<file path="config.mk">
export PLATFORM = sky130hd
export DESIGN_NAME = fifo_rr_wr_arb_flat
export DESIGN_NICKNAME = d
export VERILOG_FILES = /design/src/rtl/fifo_rr_wr_arb_pkg.sv /design/src/rtl/fifo_rr_wr_arb_if.sv /design/src/rtl/fifo_rr_wr_arb_rr_prio_enc.sv /design/src/rtl/fifo_rr_wr_arb.sv /design/src/flat_wrapper.sv
export SDC_FILE = /design/constraint.sdc
export NUM_CORES = 1
export LEC_CHECK = 0
export BUFFER_PORTS_ARGS = -buffer_cell sky130_fd_sc_hd__buf_2
export CAP_MARGIN = 0
export CORE_MARGIN = 2
export CORE_UTILIZATION = 40
export DETAILED_ROUTE_END_ITERATION = 10
export GPL_TIMING_DRIVEN = 0
export HOLD_SLACK_MARGIN = 0.06
export PLACE_DENSITY = 0.74
export SLEW_MARGIN = 15
export SYNTH_ARGS = -nofsm -noshare
export SYNTH_HDL_FRONTEND = slang
export SYNTH_HIERARCHICAL = 1
export SYNTH_SLANG_ARGS = --single-unit
export TNS_END_PERCENT = 20
</file>
<file path="constraint.sdc">
create_clock -name clk -period 2.85 [get_ports clk]
set_clock_uncertainty 0.15 [all_clocks]
set_input_delay 0.4275 -clock clk [delete_from_list [all_inputs] [get_ports clk]]
set_output_delay 0.4275 -clock clk [all_outputs]
set_load 0.03 [all_outputs]
</file>
<file path="src/rtl/fifo_rr_wr_arb_pkg.sv">
// Shared types, limits and helpers for the round-robin FIFO write-port arbiter.
// The optional source-tag feature is selected by the FIFO_ARB_SRC_TAG_EN macro.
package fifo_arb_pkg;

  typedef enum logic {ARB_IDLE, ARB_LOCK} arb_st_t;

  localparam int MAX_NREQ = 16;

`ifdef FIFO_ARB_SRC_TAG_EN
  localparam bit SRC_TAG_EN = 1'b1;
`else
  localparam bit SRC_TAG_EN = 1'b0;
`endif

  // Width of the FIFO write data: the payload, plus the source index on top when tagging.
  function automatic int wrdata_width(int data_w, int idx_w);
    return SRC_TAG_EN ? data_w + idx_w : data_w;
  endfunction

  // Modulo-n increment that also wraps correctly when n is not a power of 2.
  function automatic int unsigned wrap_inc(int unsigned idx, int unsigned n);
    return (idx + 1 == n) ? 0 : idx + 1;
  endfunction

endpackage

</file>
<file path="src/rtl/fifo_rr_wr_arb_if.sv">
// Handshake bundle between NREQ requesters, the arbiter and the FIFO write port.
// Signals:
//   i_req_valid/i_req_last/i_req_data : requester beats (data packed, k at [k*DATA_W +: DATA_W])
//   o_req_ready                       : per-requester accept
//   i_fifo_full                       : FIFO backpressure
//   o_fifo_wren/o_fifo_wrdata         : FIFO write port (wrdata widened by IDX_W
//                                       when FIFO_ARB_SRC_TAG_EN is defined)
//   o_grant_idx/o_busy                : current grant and mid-packet lock flag
// Modports: slave = arbiter side, master = requester/FIFO side.
interface fifo_rr_wr_arb_if
  import fifo_arb_pkg::*;
#(
  parameter int NREQ   = 4,
  parameter int DATA_W = 4,
  parameter int IDX_W  = $clog2(NREQ)
) ();

  localparam int OUT_W = wrdata_width(DATA_W, IDX_W);

  logic [NREQ-1:0]        i_req_valid;
  logic [NREQ-1:0]        i_req_last;
  logic [NREQ*DATA_W-1:0] i_req_data;
  logic [NREQ-1:0]        o_req_ready;
  logic                   i_fifo_full;
  logic                   o_fifo_wren;
  logic [OUT_W-1:0]       o_fifo_wrdata;
  logic [IDX_W-1:0]       o_grant_idx;
  logic                   o_busy;

  modport slave (
    input  i_req_valid, i_req_last, i_req_data, i_fifo_full,
    output o_req_ready, o_fifo_wren, o_fifo_wrdata, o_grant_idx, o_busy
  );

  modport master (
    output i_req_valid, i_req_last, i_req_data, i_fifo_full,
    input  o_req_ready, o_fifo_wren, o_fifo_wrdata, o_grant_idx, o_busy
  );

endinterface

</file>
<file path="src/rtl/fifo_rr_wr_arb_rr_prio_enc.sv">
// Combinational rotating-base priority encoder.
// Ports:
//   req     : request vector
//   base    : index scanned first; scan continues base+1 .. NREQ-1, 0 ..
//   gnt_idx : first requesting index found
//   gnt_vld : at least one request present
module rr_prio_enc #(
  parameter int NREQ  = 4,
  parameter int IDX_W = $clog2(NREQ)
) (
  input  logic [NREQ-1:0]  req,
  input  logic [IDX_W-1:0] base,
  output logic [IDX_W-1:0] gnt_idx,
  output logic             gnt_vld
);

  logic [IDX_W-1:0] idx;

  always_comb begin
    gnt_idx = '0;
    gnt_vld = 1'b0;
    idx     = '0;
    for (int unsigned i = 0; i < NREQ; i++) begin
      idx = IDX_W'((32'(base) + i) % 32'(NREQ));
      if (!gnt_vld && req[idx]) begin
        gnt_vld = 1'b1;
        gnt_idx = idx;
      end
    end
  end

endmodule

</file>
<file path="src/rtl/fifo_rr_wr_arb.sv">
// Round-robin, packet-aware arbiter sharing one FIFO write port among NREQ requesters.
// A multi-beat packet locks the grant until its last beat so packets never interleave.
// Outputs are combinational from state and inputs; all outputs are forced low in reset.
// Ports:
//   clk, rst : clock, synchronous active-high reset
//   bus      : fifo_rr_wr_arb_if.slave (requester handshakes + FIFO write port)
// Optional: FIFO_ARB_SRC_TAG_EN prepends the granted index to the written data.
module fifo_rr_wr_arb
  import fifo_arb_pkg::*;
#(
  parameter int NREQ   = 4,
  parameter int DATA_W = 4,
  parameter int IDX_W  = $clog2(NREQ)
) (
  input  logic             clk,
  input  logic             rst,
  fifo_rr_wr_arb_if.slave  bus
);

  if (NREQ < 2 || NREQ > MAX_NREQ) begin : g_bad_nreq
    $error("fifo_rr_wr_arb: NREQ out of range");
  end

  arb_st_t          st_q;
  logic [IDX_W-1:0] rr_ptr_q;
  logic [IDX_W-1:0] lock_idx_q;

  logic [IDX_W-1:0] enc_idx;
  logic             enc_vld;
  logic [IDX_W-1:0] g;
  logic             g_vld;
  logic             wren;
  logic [DATA_W-1:0] data_arr [NREQ];

  for (genvar k = 0; k < NREQ; k++) begin : g_unpack
    assign data_arr[k] = bus.i_req_data[k*DATA_W +: DATA_W];
  end

  rr_prio_enc #(
    .NREQ  (NREQ),
    .IDX_W (IDX_W)
  ) u_enc (
    .req     (bus.i_req_valid),
    .base    (rr_ptr_q),
    .gnt_idx (enc_idx),
    .gnt_vld (enc_vld)
  );

  // While locked, the grant stays with the packet owner even if it drops valid.
  always_comb begin
    g     = (st_q == ARB_LOCK) ? lock_idx_q : enc_idx;
    g_vld = (st_q == ARB_LOCK) || enc_vld;
    wren  = !rst && g_vld && !bus.i_fifo_full && bus.i_req_valid[g];
  end

  always_comb begin
    bus.o_req_ready   = '0;
    bus.o_fifo_wren   = 1'b0;
    bus.o_fifo_wrdata = '0;
    bus.o_grant_idx   = '0;
    bus.o_busy        = 1'b0;
    if (!rst) begin
      if (g_vld && !bus.i_fifo_full) begin
        bus.o_req_ready[g] = 1'b1;
      end
      bus.o_fifo_wren = wren;
      bus.o_grant_idx = g;
      bus.o_busy      = (st_q == ARB_LOCK);
      if (wren) begin
`ifdef FIFO_ARB_SRC_TAG_EN
        bus.o_fifo_wrdata = {g, data_arr[g]};
`else
        bus.o_fifo_wrdata = data_arr[g];
`endif
      end
    end
  end

  // State moves only on an accepted beat; rr_ptr points past the last served packet.
  always_ff @(posedge clk) begin
    if (rst) begin
      st_q       <= ARB_IDLE;
      rr_ptr_q   <= '0;
      lock_idx_q <= '0;
    end else if (wren) begin
      case (st_q)
        ARB_IDLE: begin
          if (bus.i_req_last[g]) begin
            rr_ptr_q <= IDX_W'(wrap_inc(32'(g), NREQ));
          end else begin
            st_q       <= ARB_LOCK;
            lock_idx_q <= g;
          end
        end
        ARB_LOCK: begin
          if (bus.i_req_last[g]) begin
            st_q     <= ARB_IDLE;
            rr_ptr_q <= IDX_W'(wrap_inc(32'(lock_idx_q), NREQ));
          end
        end
        default: st_q <= ARB_IDLE;
      endcase
    end
  end

endmodule

</file>
<file path="src/flat_wrapper.sv">
// flat-port wrapper written by rule: the top's interface ports become plain ports
module fifo_rr_wr_arb_flat import fifo_arb_pkg::*;
#(
  parameter int NREQ   = 4,
  parameter int DATA_W = 4,
  parameter int IDX_W  = $clog2(NREQ)
)
  (clk, rst, bus_i_req_valid, bus_i_req_last, bus_i_req_data, bus_i_fifo_full, bus_o_req_ready, bus_o_fifo_wren, bus_o_fifo_wrdata, bus_o_grant_idx, bus_o_busy);
  fifo_rr_wr_arb_if #(.NREQ(NREQ), .DATA_W(DATA_W), .IDX_W(IDX_W)) bus_i ();
  input  logic clk;
  input  logic rst;
  input wire logic [$bits(bus_i.i_req_valid)-1:0] bus_i_req_valid;
  input wire logic [$bits(bus_i.i_req_last)-1:0] bus_i_req_last;
  input wire logic [$bits(bus_i.i_req_data)-1:0] bus_i_req_data;
  input wire logic [$bits(bus_i.i_fifo_full)-1:0] bus_i_fifo_full;
  output wire logic [$bits(bus_i.o_req_ready)-1:0] bus_o_req_ready;
  output wire logic [$bits(bus_i.o_fifo_wren)-1:0] bus_o_fifo_wren;
  output wire logic [$bits(bus_i.o_fifo_wrdata)-1:0] bus_o_fifo_wrdata;
  output wire logic [$bits(bus_i.o_grant_idx)-1:0] bus_o_grant_idx;
  output wire logic [$bits(bus_i.o_busy)-1:0] bus_o_busy;
  assign bus_i.i_req_valid = bus_i_req_valid;
  assign bus_i.i_req_last = bus_i_req_last;
  assign bus_i.i_req_data = bus_i_req_data;
  assign bus_i.i_fifo_full = bus_i_fifo_full;
  assign bus_o_req_ready = bus_i.o_req_ready;
  assign bus_o_fifo_wren = bus_i.o_fifo_wren;
  assign bus_o_fifo_wrdata = bus_i.o_fifo_wrdata;
  assign bus_o_grant_idx = bus_i.o_grant_idx;
  assign bus_o_busy = bus_i.o_busy;
  fifo_rr_wr_arb #(.NREQ(NREQ), .DATA_W(DATA_W), .IDX_W(IDX_W)) u_core (.clk(clk), .rst(rst), .bus(bus_i));
endmodule
</file>
### After elaboration in Yosys (flattened, before gate mapping)

Cells that the tools add are included.

* add/subtract/negate cells: 5
* order comparisons: 7
* equality and inequality tests: 4
* mux-type cells: 39
* bitwise logic cells: 3
* reduce and logical (&&, ||, !) cells: 16

Operator list (count)
* two-way mux 4 bit: 6
* two-way mux 2 bit: 10
* less-than comparator 2 x 3 -> 1 bit (second input constant): 5
* two-way mux 1 bit: 14
* binary-select mux 1 bit (select 2 bit): 6
* binary-select mux 4 bit (select 2 bit): 1
* logical AND 1 bit: 8
* adder 2 x 1 -> 3 bit (second input constant): 2
* == test 3 bit (second input constant): 2
* AND reduction 3 bit: 2
* logical NOT 1 bit: 5
* adder 2 bit (second input constant): 2
* one-hot mux 2 bit (2 select lines): 1
* >= comparator 3 bit (second input constant): 1
* NOT 2 -> 3 bit: 1
* adder 2 x 1 -> 2 bit (second input constant): 1
* demux 1 bit (select 2 bit): 1
* >= comparator 2 x 1 -> 1 bit (second input constant): 1
* inequality test 2 x 1 -> 1 bit (second input constant): 1
* inequality test 2 bit (second input constant): 1
* NOT 1 bit: 2
* logical OR 1 bit: 1

* flip-flop bits (word level): 5
* logic and storage cells: 77

### Logic depth before layout (Yosys ltp)

Gate-level depths: netlist of the first run.

* depth after elaboration: 19
* mapped depth: 8
* mapped depth without buffers: 8

### Hierarchy

Netlist of the first run, hierarchy kept.

Modules (own cells, without submodules)
* fifo_rr_wr_arb: times used 1, cells an instance 72, area each 699.4 µm²
* rr_prio_enc: times used 1, cells an instance 15, area each 77.6 µm²

### Worst setup path after synthesis of the first run

Ideal clock, no wire load.

* path kind: in2out
* from: input port bus_i_req_valid[1]
* to: output port bus_o_fifo_wrdata[0]
* data arrival time: 2.514 ns
* data required time: 2.273 ns
* path slack: -0.242 ns
* stages on the path: 8
* path buffers: 0
* cell sequence: inv_1 > a221o_1 > a21oi_1 > mux2i_4 > nand2b_2 > a221oi_2 > or2_2 > nor2b_1

* longest elaborated chain between the ends: 19
* elaborated cells on any way between the ends: 35
* those cells by class: mux: 24; bitwise: 1; reduce/logical: 10

Ends and longest elaborated chain
* start: declaration: line flat_wrapper.sv:12 `input wire logic [$bits(bus_i.i_req_valid)-1:0] bus_i_req_valid;`
* binary-select mux 1 bit (select 2 bit): line fifo_rr_wr_arb_rr_prio_enc.sv:25 `if (!gnt_vld && req[idx]) begin`
* two-way mux 1 bit (implied by the code): line fifo_rr_wr_arb_rr_prio_enc.sv:25
* two-way mux 1 bit: line fifo_rr_wr_arb_rr_prio_enc.sv:25
* logical NOT 1 bit: line fifo_rr_wr_arb_rr_prio_enc.sv:25
* logical AND 1 bit: line fifo_rr_wr_arb_rr_prio_enc.sv:25
* two-way mux 1 bit: line fifo_rr_wr_arb_rr_prio_enc.sv:25
* logical NOT 1 bit: line fifo_rr_wr_arb_rr_prio_enc.sv:25
* logical AND 1 bit: line fifo_rr_wr_arb_rr_prio_enc.sv:25
* (+3 left out)
* two-way mux 2 bit (*): line fifo_rr_wr_arb_rr_prio_enc.sv:25
* net u_core.enc_idx[0]: line fifo_rr_wr_arb.sv:28 `logic [IDX_W-1:0] enc_idx;`
* two-way mux 2 bit (*): line fifo_rr_wr_arb.sv:51 `g = (st_q == ARB_LOCK) ? lock_idx_q : enc_idx;`
* NOT 2 -> 3 bit (implied by the code): line fifo_rr_wr_arb.sv:73 `bus.o_fifo_wrdata = data_arr[g];`
* binary-select mux 4 bit (select 2 bit): line fifo_rr_wr_arb.sv:73
* two-way mux 4 bit (implied by the code) (2 in series): line fifo_rr_wr_arb.sv:73
* two-way mux 4 bit (*): line fifo_rr_wr_arb.sv:69 `if (wren) begin`
* two-way mux 4 bit (*): line fifo_rr_wr_arb.sv:62 `if (!rst) begin`
* end: declaration: line flat_wrapper.sv:18 `output wire logic [$bits(bus_i.o_fifo_wrdata)-1:0] bus_o_fifo_wrdata;`

Mark *: on every way through the listed nets, which the timed path passes. The rest lies on a longest branch. The select of a mux whose other input is x is not followed.

### Worst setup path after layout of the first run

* from: input port bus_i_req_valid[1]
* to: output port bus_o_fifo_wrdata[2]

The elaborated chain is that of the path after synthesis.

==> results.yml, run 1 <==
outcome:
  outcome: "complete, but fails checks"
  violations: "negative setup slack"
cells_and_area:
  drive_gt1_frac: 0.6056
  areaGrowthSynthToFinish_pct: 63.45
  multiInputGateArea_um2: 708.2
  fin_area_mm2: 0.001270
  fin_cells: 167
  diodes: 0
  fillCellCount: 142
  finalNetCount: 175
  final_core_util: 0.7123
  final-seq-area_um2: 105.1
timing:
  setup_viol: 1
  slew_violations: 0
  fin_ws_ns: -0.001804
  max_freq_mhz: 350.7
  finalSetupTns_ns: -0.001804
  fin_crit_sh: 1.001
  fin_crit_ns: 2.852
  grt_setup_unrepaired: "true"
  hold_slack_ns: 0.3656
  worstMarginPinSlew_ns: 0.4988
  hold_violations: 0
  relSlewSlack: 0.6657
yosys:
  ys_seq_area_frac: 0.1288
  synth_area_um2: 777.0
  ys_ff_latch: 5
  syn_avg_cell_area_um2: 8.931
  async_flop_share: 0
  synth_top_flop_cell: "dfxtp_1"
  yosys_warnings: 6
  syn_nets: 119
  yosysUniqueCellTypes: 35
  synth_edf_count: 0
  syn-instance-count: 87
place:
  dp_hpwl_mm: 1.594
  gp_congestion: 0.7562
  dp_cells: 149
  port_buffers: 37
  placedInstanceArea_mm2: 0.001016
clock_tree:
  root_buffer: "clkbuf_4"
  clk_latency_ns: 0.24
  cts_tree: "yes"
  clock_sinks: 5
  cts.clk_slew.worst_paths_ns: 0.04
  holdBufCountCts: 0
  cts_buffers: 3
  htree_levels: 1
  max-clock-path-buffers: 2
setup_path:
  crit_chain: "clkbuf_4, inv_1, a221o_1, a21oi_4, nor2b_4, o32ai_4, a221oi_4, or2_4, nor2b_2, buf_6"
  path_delay_family: "compound AO/OA/AOI/OAI gates"
  crit_slowest_cell: "a221o_1"
  critPathMaxStageDelay_ns: 0.35
  crit_path_max_fanout: 6
  cp.arrival_ns: 2.27
  critPathBufInv: 3
  cp-end-kind: "output pin"
  required_ns: 2.27
  start_kind: "input pin"
  critPathKind: "input pin to output pin"
routing:
  wl_per_cell_um: 13.97
  via_per_inst: 5.114
  drt-initial-drc-count: 9
  drc: 0
  wl_mm: 2.333
  drt_first_pass_iters: 4
  vias: 854
  postRouteAntennaNets: 0
global_route:
  grt_overflow: 0
  grt_max_degree: 11
  grt_pass1_wl_mm: 3.374
  antenna_found_initial: 0
  grtUsageTotal: 0.2143
  first_global_vias: 759
die:
  die_w_um: 48.08
  placement_rows: 15
  die_area_mm2: 0.002311
  core_area_mm2: 0.001783
  fp.dieH_um: 48.08
  boundaryPins: 39
  start_util: 0.4358
power_and_ir_drop:
  ir_worst_vdd_uv: 292.1
  p_per_area_mw_per_mm2: 369.2
  leakagePower_nw: 0.5635
worst_hold_path:
  hold_class: "flop to flop"
flow_run:
  cap_violations: 0
[routing by layer]
metal,vias to the layer above,share of wire,GRT usage
met5,-,0,0
met4,0,0.027,0.1135
met3,8,0.027,0.01509
met2,18,0.52,0.3627
met1,400,0.43,0.2691
li1,428,-,-
[synth_stat cells (all sizes together) (2+ instances only)]
| cell type | instances | area, um2 |
|---|---|---|
| buf | 2 | 18.77 |
| nor2 | 10 | 37.54 |
| nor2b | 8 | 50.05 |
| a211oi | 3 | 22.52 |
| nand2b | 4 | 27.53 |
| mux4 | 4 | 90.09 |
| ha | 5 | 62.56 |
| inv | 10 | 37.53 |
| mux2i | 6 | 88.83 |
| o41ai | 2 | 17.52 |
| and2 | 4 | 25.02 |
| a21oi | 8 | 43.79 |
| dfxtp | 5 | 100.1 |
| nor3 | 2 | 15.01 |
[state kept, by name, summed over array words and instances (netlist names)]
| signal | flops |
|---|---|
| u_core/rr_ptr_q | 2 |
| u_core/st_q | 1 |
| u_core/lock_idx_q | 2 |
[layout make-up]
cell class                      instances  share of cell area
Buffer                                  3             0.01773
Timing Repair Buffer                   51              0.2670
Inverter                               10             0.02956
Multi-Input combinational cell         69              0.5576
Sequential cell                         5             0.08276
Tap cell                               25             0.02463
Clock buffer                            4             0.02069
[worst paths after layout]
check,startpoint,end,slack (ns),depth (start not counted)
setup / recovery,bus_i_req_valid[1],bus_o_fifo_wrdata[2],-0.002,10
hold / removal,u_core/rr_ptr_q[0]$_SDFFE_PP0P_,u_core/rr_ptr_q[0]$_SDFFE_PP0P_,0.37,2
setup reg to reg,u_core/rr_ptr_q[1]$_SDFFE_PP0P_,u_core/lock_idx_q[1]$_SDFFE_PP0P_,0.24,11
hold reg to reg,u_core/rr_ptr_q[0]$_SDFFE_PP0P_,u_core/rr_ptr_q[0]$_SDFFE_PP0P_,0.37,2
[worst min-delay path, stage by stage, from the launching register on]
cell      delay (ns)
dfxtp_4         0.35
nand2b_1        0.07
mux2i_1         0.05
[per-stage QoR]
step | power (mW) | setup WS [ns]
after CTS | 0.4443 | 0.002718
after global routing | 0.5033 | -0.08590
after detailed placement | 0.3041 | -0.4356
after global placement | 0.2991 | -0.4326
after floorplan | 0.2495 | 0.06185
final | 0.4689 | -0.001804
[placed cells by master (no fill, tap or decap), types with 2 or more instances in the layout]
master,n
a211oi_1,3
a21oi_1,5
a21oi_2,2
and2_1,4
buf_2,30
buf_4,14
buf_6,6
clkbuf_1,2
clkbuf_4,5
dfxtp_1,3
ha_1,5
inv_1,6
inv_2,4
mux2i_1,3
mux2i_4,3
mux4_2,4
nand2b_1,3
nor2_1,10
nor2b_1,3
nor2b_2,4
nor3_2,2
o41ai_1,2
[report_power, final]
group,switching [mW],internal [mW]
clock,0.0285,0.0529
sequential,0.00636,0.0760
combinational,0.153,0.153
[cells by family after synthesis]
| family | count (synthesis) | synth area share |
|---|---|---|
| adder cells (fa/ha/maj) | 5 | 0.08052 |
| AO/OA/AOI/OAI | 21 | 0.2367 |
| buffers and inverters | 13 | 0.07728 |
| flip-flops | 5 | 0.1288 |
| AND/OR/NAND/NOR | 33 | 0.2464 |
| multiplexers | 10 | 0.2303 |
[repair_timing]
| action | 4_1_cts | 5_1_grt |
|---|---|---|
| setup buffers | 12 | 2 |
| pin swaps | 5 | 5 |
| setup endpoints to repair | 5 | 8 |
| gates resized for setup | 9 | 21 |
No activity file was read; power rests on OpenSTA's default activity.
==> run 2, diff against run 1 <==
--- a/config.mk
+++ b/config.mk
@@ -5,14 +5,17 @@
 export SDC_FILE = /design/constraint.sdc
 export NUM_CORES = 1
 export LEC_CHECK = 0
+export ABC_AREA = 1
 export BUFFER_PORTS_ARGS = -buffer_cell sky130_fd_sc_hd__buf_2
 export CAP_MARGIN = 0
 export CORE_MARGIN = 2
-export CORE_UTILIZATION = 40
+export CORE_UTILIZATION = 47
+export CTS_BUF_LIST = sky130_fd_sc_hd__clkbuf_4 sky130_fd_sc_hd__clkbuf_8
+export CTS_CLUSTER_SIZE = 25
 export DETAILED_ROUTE_END_ITERATION = 10
 export GPL_TIMING_DRIVEN = 0
 export HOLD_SLACK_MARGIN = 0.06
-export PLACE_DENSITY = 0.74
+export PLACE_DENSITY = 0.78
 export SLEW_MARGIN = 15
 export SYNTH_ARGS = -nofsm -noshare
 export SYNTH_HDL_FRONTEND = slang
==> results.yml, run 2 <==
outcome:
  outcome: "complete, but fails checks"
  violations: "negative setup slack"
timing:
  finalSetupTns_ns: -0.1258
  fin_ws_ns: -0.04677
  hold_violations: 0
  grt_setup_unrepaired: "true"
  fin_crit_ns: 2.897
  setup_viol: 4
  max_freq_mhz: 345.2
  slew_violations: 0
  relSlewSlack: 0.8050
  worstMarginPinSlew_ns: 0.2915
  fin_crit_sh: 1.016
clock_tree:
  clk_latency_ns: 0.24
  clock_sinks: 5
  cts_tree: "yes"
  holdBufCountCts: 0
  root_buffer: "clkbuf_4"
  htree_levels: 1
  cts.clk_slew.worst_paths_ns: 0.04
  max-clock-path-buffers: 2
  cts_buffers: 3
die:
  core_area_mm2: 0.002255
  fp.dieH_um: 53.36
  boundaryPins: 39
  die_w_um: 53.36
  placement_rows: 17
  die_area_mm2: 0.002847
  start_util: 0.5078
yosys:
  synth_top_area_cell: "nand2_1"
  async_flop_share: 0
  yosysUniqueCellTypes: 27
  ys_ff_latch: 5
  syn_avg_cell_area_um2: 6.122
  synth_area_mm2: 0.001145
  syn_nets: 219
  yosys_warnings: 6
  yosys.area.top_type_share: 0.1410
  synth_most_common_cell: "nand2_1"
  syn-instance-count: 187
  synth_top_flop_cell: "dfxtp_1"
  synth_edf_count: 0
  synthTopCellsByCount: "nand2_1 (43), inv_1 (24), nor2_1 (24), nand3_1 (18), nand2_2 (16)"
  synth_area_leaders: "nand2_1 (14%), dfxtp_1 (8.7%), nand2_2 (8.7%), nand3_1 (7.9%), inv_1 (7.9%)"
  ys_seq_area_frac: 0.08743
cells_and_area:
  diodes: 0
  mostFrequentLayoutCells: "nand2_1 (36), buf_2 (31), inv_1 (20), nor2_1 (20)"
  areaGrowthSynthToFinish_pct: 53.22
  drive_gt1_frac: 0.5323
  reg.largest.list: "u_core/lock_idx_q x2, u_core/rr_ptr_q x2, u_core/st_q x1"
  finalNetCount: 281
  final_common_cell: "nand2_1"
global_route:
  grt_overflow: 0
  first_global_vias: 1106
  grt_pass1_wl_mm: 4.554
  grtUsageTotal: 0.2110
  grt_max_degree: 12
  antenna_found_initial: 0
setup_path:
  crit_path_max_fanout: 5
  cp.arrival_ns: 2.32
  required_ns: 2.27
  cp-end-kind: "output pin"
  critPathKind: "flop to output pin"
  crit_slowest_cell: "dfxtp_4"
  crit_chain: "buf_6, nand2_1, nand2_1, nand2_4, nand2_4, nor2_4, nand3_2, nand2_1, nand2_1, inv_2, inv_2, nand2_4, nand2_4, buf_6, o211ai_1, a21oi_2, buf_6"
  start_kind: "flop"
  critPathMaxStageDelay_ns: 0.37
routing:
  drc: 0
  wl_mm: 3.478
  drt_first_pass_iters: 4
  vias: 1378
  drt-initial-drc-count: 24
  via_per_inst: 4.993
  postRouteAntennaNets: 0
  wl_per_cell_um: 12.60
worst_hold_path:
  hold_class: "flop to flop"
place:
  port_buffers: 38
  gp_congestion: 0.8784
  dp_hpwl_mm: 2.079
flow_run:
  cap_violations: 0
-- run 2: changes by cell type in the layout (fill, tap and decap cells not counted), sizes merged, moves of 5 or more --
cell	delta
o21ai	+5
mux2i	-6
nand2	+64
buf	+11
inv	+18
nor2	+23
nand3	+21
nor2b	-8
-- run 2: routing by layer --
| metal | wire length [um] | track usage | up-vias |
|---|---|---|---|
| li1 | - | - | 705 |
| met1 | 1381 | 0.2303 | 623 |
| met2 | 1822 | 0.4321 | 45 |
| met3 | 232 | 0.03955 | 5 |
| met4 | 42 | 0 | 0 |
| met5 | 0 | 0 | - |
-- run 2: final timing paths --
path | startpoint | depth (start not counted) | to | slack, ns
worst max-delay path | u_core/rr_ptr_q[0]$_SDFFE_PP0P_ | 17 | bus_o_fifo_wrdata[1] | -0.05
worst max register to register | u_core/rr_ptr_q[0]$_SDFFE_PP0P_ | 22 | u_core/lock_idx_q[0]$_SDFFE_PP0P_ | 0.34
worst min register to register | u_core/lock_idx_q[1]$_SDFFE_PP0P_ | 2 | u_core/lock_idx_q[1]$_SDFFE_PP0P_ | 0.41
worst min-delay path | u_core/lock_idx_q[1]$_SDFFE_PP0P_ | 2 | u_core/lock_idx_q[1]$_SDFFE_PP0P_ | 0.41
-- run 2: through the flow --
stage                     cell area, um2  hold WS [ns]    util  setup slack, ns  instances
after floorplan                     1145        0.3603       -          0.07761        187
after global placement              1370        0.3984  0.6077        -0.004946        253
after detailed placement            1370        0.4019  0.6077         -0.02120        253
after CTS                           1530        0.4115  0.6787        0.0002947        265
after global routing                1754        0.4363  0.7780          -0.1596        276
final                               1754        0.4098  0.7780         -0.04677        276
-- run 2: timing repair --
action	CTS	global route
resized for setup	26	51
buffers inserted	6	10
setup endpoints to repair	9	10
cloned	2	1
pin swaps	5	29
-- run 2: worst max-delay path, delay by kind of cell (launching register included) --
family / cells / cell delay [ns]
simple gates: 10 / 0.75
buf+inv: 5 / 0.58
flops: 1 / 0.37
compound gates: 2 / 0.36
-- run 2: cells by family after synthesis --
logic type                 Yosys count  synth area share
and+or+nand+nor                    127            0.6295
AOI/OAI and AO/OA                   17           0.08633
adders and majority gates            5           0.05464
buffers and inverters               33            0.1421
DFF                                  5           0.08744
-- run 2: area by class of cell --
type / instances / area, um2
plain buffers: 5 / 68.82
clock buffers: 4 / 30.03
fillers: 173 / 500.5
inverters: 28 / 115.1
multi-input cells: 149 / 1010
flip-flops and latches: 5 / 107.6
well taps: 28 / 35.03
repair buffers: 57 / 387.9
Power of run 2 is left out: the tool's default activity adds up to more than one toggle a clock period on the data nets, which glitch-free logic cannot reach.
==> run 3, diff against run 2 <==
--- a/config.mk
+++ b/config.mk
@@ -8,17 +8,18 @@
 export ABC_AREA = 1
 export BUFFER_PORTS_ARGS = -buffer_cell sky130_fd_sc_hd__buf_2
 export CAP_MARGIN = 0
+export CELL_PAD_IN_SITES_DETAIL_PLACEMENT = 1
+export CELL_PAD_IN_SITES_GLOBAL_PLACEMENT = 1
 export CORE_MARGIN = 2
-export CORE_UTILIZATION = 47
+export CORE_UTILIZATION = 29
 export CTS_BUF_LIST = sky130_fd_sc_hd__clkbuf_4 sky130_fd_sc_hd__clkbuf_8
 export CTS_CLUSTER_SIZE = 25
 export DETAILED_ROUTE_END_ITERATION = 10
 export GPL_TIMING_DRIVEN = 0
 export HOLD_SLACK_MARGIN = 0.06
-export PLACE_DENSITY = 0.78
+export PLACE_DENSITY_LB_ADDON = 0.1
 export SLEW_MARGIN = 15
 export SYNTH_ARGS = -nofsm -noshare
 export SYNTH_HDL_FRONTEND = slang
-export SYNTH_HIERARCHICAL = 1
 export SYNTH_SLANG_ARGS = --single-unit
 export TNS_END_PERCENT = 20
==> results.yml, run 3 <==
die:
  die_w_um: 61.08
  die_area_mm2: 0.003730
  start_util: 0.3069
  core_area_mm2: 0.003078
  boundaryPins: 39
  fp.dieH_um: 61.08
  placement_rows: 20
routing:
  postRouteAntennaNets: 0
  wl_mm: 3.684
  drt-initial-drc-count: 45
  drt_first_pass_iters: 4
  via_per_inst: 4.631
  wl_per_cell_um: 13.75
  vias: 1241
  drc: 0
yosys:
  yosysUniqueCellTypes: 24
  syn_nets: 193
  ys_ff_latch: 5
  synth_area_leaders: "nand2_1 (14%), nor2_1 (14%), dfxtp_1 (11%), nand3_1 (7.4%), nand3_4 (7.4%)"
  synth_area_um2: 944.7
  yosys.area.top_type_share: 0.1430
  yosys_warnings: 0
  syn_avg_cell_area_um2: 5.831
  synth_top_area_cell: "nand2_1"
  syn-instance-count: 162
  synth_most_common_cell: "nand2_1"
  synth_edf_count: 0
  async_flop_share: 0
  synthTopCellsByCount: "nand2_1 (36), nor2_1 (35), inv_1 (17), nand3_1 (14), o21ai_0 (9)"
  synth_top_flop_cell: "dfxtp_1"
  ys_seq_area_frac: 0.1060
setup_path:
  cp-end-kind: "output pin"
  start_kind: "flop"
  reg2regPathDepth: 20
  r2r-start: "u_core.rr_ptr_q[0]$_SDFFE_PP0P_"
  critPathKind: "flop to output pin"
  cp.arrival_ns: 2.40
  reg2reg_to: "u_core.lock_idx_q[0]$_SDFFE_PP0P_"
  crit_path_max_fanout: 8
  required_ns: 2.27
  timing.reg2reg.setup_slack_ns: 0.19
timing:
  relSlewSlack: 0.7729
  fin_crit_ns: 2.978
  setup_viol: 9
  fin_ws_ns: -0.1275
  slew_violations: 0
  max_freq_mhz: 335.9
  hold_violations: 0
  fin_crit_sh: 1.045
  grt_setup_unrepaired: "true"
  worstMarginPinSlew_ns: 0.3388
worst_hold_path:
  hold_depth: 2
  min_from: "u_core.lock_idx_q[1]$_SDFFE_PP0P_"
  hold_class: "flop to flop"
  worstHoldEndpoint: "u_core.lock_idx_q[1]$_SDFFE_PP0P_"
cells_and_area:
  final-seq-area_um2: 105.1
  reg.largest.list: "u_core.lock_idx_q x2, u_core.rr_ptr_q x2, u_core.st_q x1"
  areaGrowthSynthToFinish_pct: 72.32
  drive_gt1_frac: 0.5446
  final_common_cell: "nor2_1"
  multiInputGateArea_um2: 872.1
  fillCellCount: 424
  mostFrequentLayoutCells: "nor2_1 (30), buf_2 (29), nand2_1 (24)"
  diodes: 0
  fin_cells: 268
  fin_area_mm2: 0.001628
  finalNetCount: 256
clock_tree:
  max-clock-path-buffers: 2
  root_buffer: "clkbuf_4"
  cts_tree: "yes"
  cts.clk_slew.worst_paths_ns: 0.05
  htree_levels: 1
  clock_sinks: 5
  cts_buffers: 3
  clk_latency_ns: 0.24
  holdBufCountCts: 0
place:
  placedInstanceArea_mm2: 0.001190
  dp_hpwl_mm: 2.366
  dp_cells: 244
  gp_congestion: 0.7828
  port_buffers: 38
global_route:
  grt_max_degree: 12
  first_global_vias: 1174
  grt_overflow: 0
  grtUsageTotal: 0.1760
  antenna_found_initial: 0
  grt_pass1_wl_mm: 5.043
flow_run:
  cap_violations: 0
outcome:
  violations: "negative setup slack"
  outcome: "complete, but fails checks"
[run 3: cell count changes in the layout (fill, tap and decap cells not counted), moves of 3 or more]
cell,before,now
buf_4,17,20
nand2_4,15,7
nand3_1,17,13
inv_1,20,17
o21ai_1,2,7
inv_2,6,3
nand3_4,2,6
nand2_1,36,24
nor2_2,8,5
o211ai_1,4,0
or2_0,3,0
nor2_1,20,30
buf_6,11,6
[run 3: through the flow]
step	setup slack [ns]	hold WS, ns	TNS, ns	util
after floorplan	0.2220	0.3360	0	-
after global placement	0.1065	0.3692	0	0.3866
after detailed placement	0.01742	0.3756	0	0.3866
after CTS	-0.01983	0.3825	-0.07658	0.4407
after global routing	-0.2612	0.3974	-1.898	0.5289
final	-0.1275	0.3860	-0.8142	0.5289
[run 3: cell type report]
| cell class | count | area share |
|---|---|---|
| timing repair buffer | 57 | 0.2506 |
| timing repair inverter | 1 | 0.005380 |
| multi-input combinational | 132 | 0.5357 |
| buffer | 2 | 0.01845 |
| inverter | 23 | 0.07302 |
| tap | 44 | 0.03382 |
| sequential | 5 | 0.06457 |
| clock buffer | 4 | 0.01845 |
[run 3: worst max-delay path by stage]
stage / startpoint / endpoint / cells after the start
final: u_core.rr_ptr_q[0]$_SDFFE_PP0P_ / bus_o_fifo_wrdata[0] / 17
after global routing: u_core.rr_ptr_q[0]$_SDFFE_PP0P_ / bus_o_fifo_wrdata[1] / 17
after CTS: u_core.rr_ptr_q[0]$_SDFFE_PP0P_ / bus_o_fifo_wrdata[2] / 18
after detailed placement: bus_i_req_valid[2] / bus_o_req_ready[0] / 15
after global placement: bus_i_req_valid[3] / bus_o_req_ready[0] / 15
after floorplan: u_core.rr_ptr_q[0]$_SDFFE_PP0P_ / bus_o_fifo_wrdata[0] / 16
[run 3: routing by layer]
layer  vias up  track usage  share of wire
met5         -            0              0
met2        35       0.3647           0.55
met1       567       0.1959           0.39
li1        633            -              -
met4         0      0.02484          0.018
met3         6      0.01050          0.043
[run 3: cells by family after synthesis]
logic type | count (synthesis) | share of synthesized area
xor gates and xnor gates | 1 | 0.009273
DFF | 5 | 0.1060
adders and majority gates | 4 | 0.05298
AOI/OAI and AO/OA | 16 | 0.08476
buffers and inverters | 25 | 0.1245
and+or+nand+nor | 111 | 0.6225
[run 3: repair_timing]
| item | in CTS | in global routing |
|---|---|---|
| pin swaps | 3 | 18 |
| endpoints found under the setup margin | 9 | 11 |
| buffers inserted | 5 | 13 |
| gates cloned | 0 | 2 |
| endpoints found under the hold margin | 0 | 0 |
| gates resized for setup | 26 | 52 |
[run 3: critical path, cell delays in order (launching register included)]
cell,delay (ns)
dfxtp_2,0.32
buf_8,0.14
buf_12,0.13
nand2_4,0.06
nand2_4,0.05
nand2_4,0.07
nand2_4,0.07
nor2_4,0.14
buf_6,0.12
nand3_4,0.09
nand4_1,0.11
nand2_2,0.11
nand2_8,0.14
clkinv_8,0.08
nor2_1,0.13
o21ai_1,0.10
a21oi_2,0.15
buf_6,0.14
Power of run 3 is left out for the same reason.
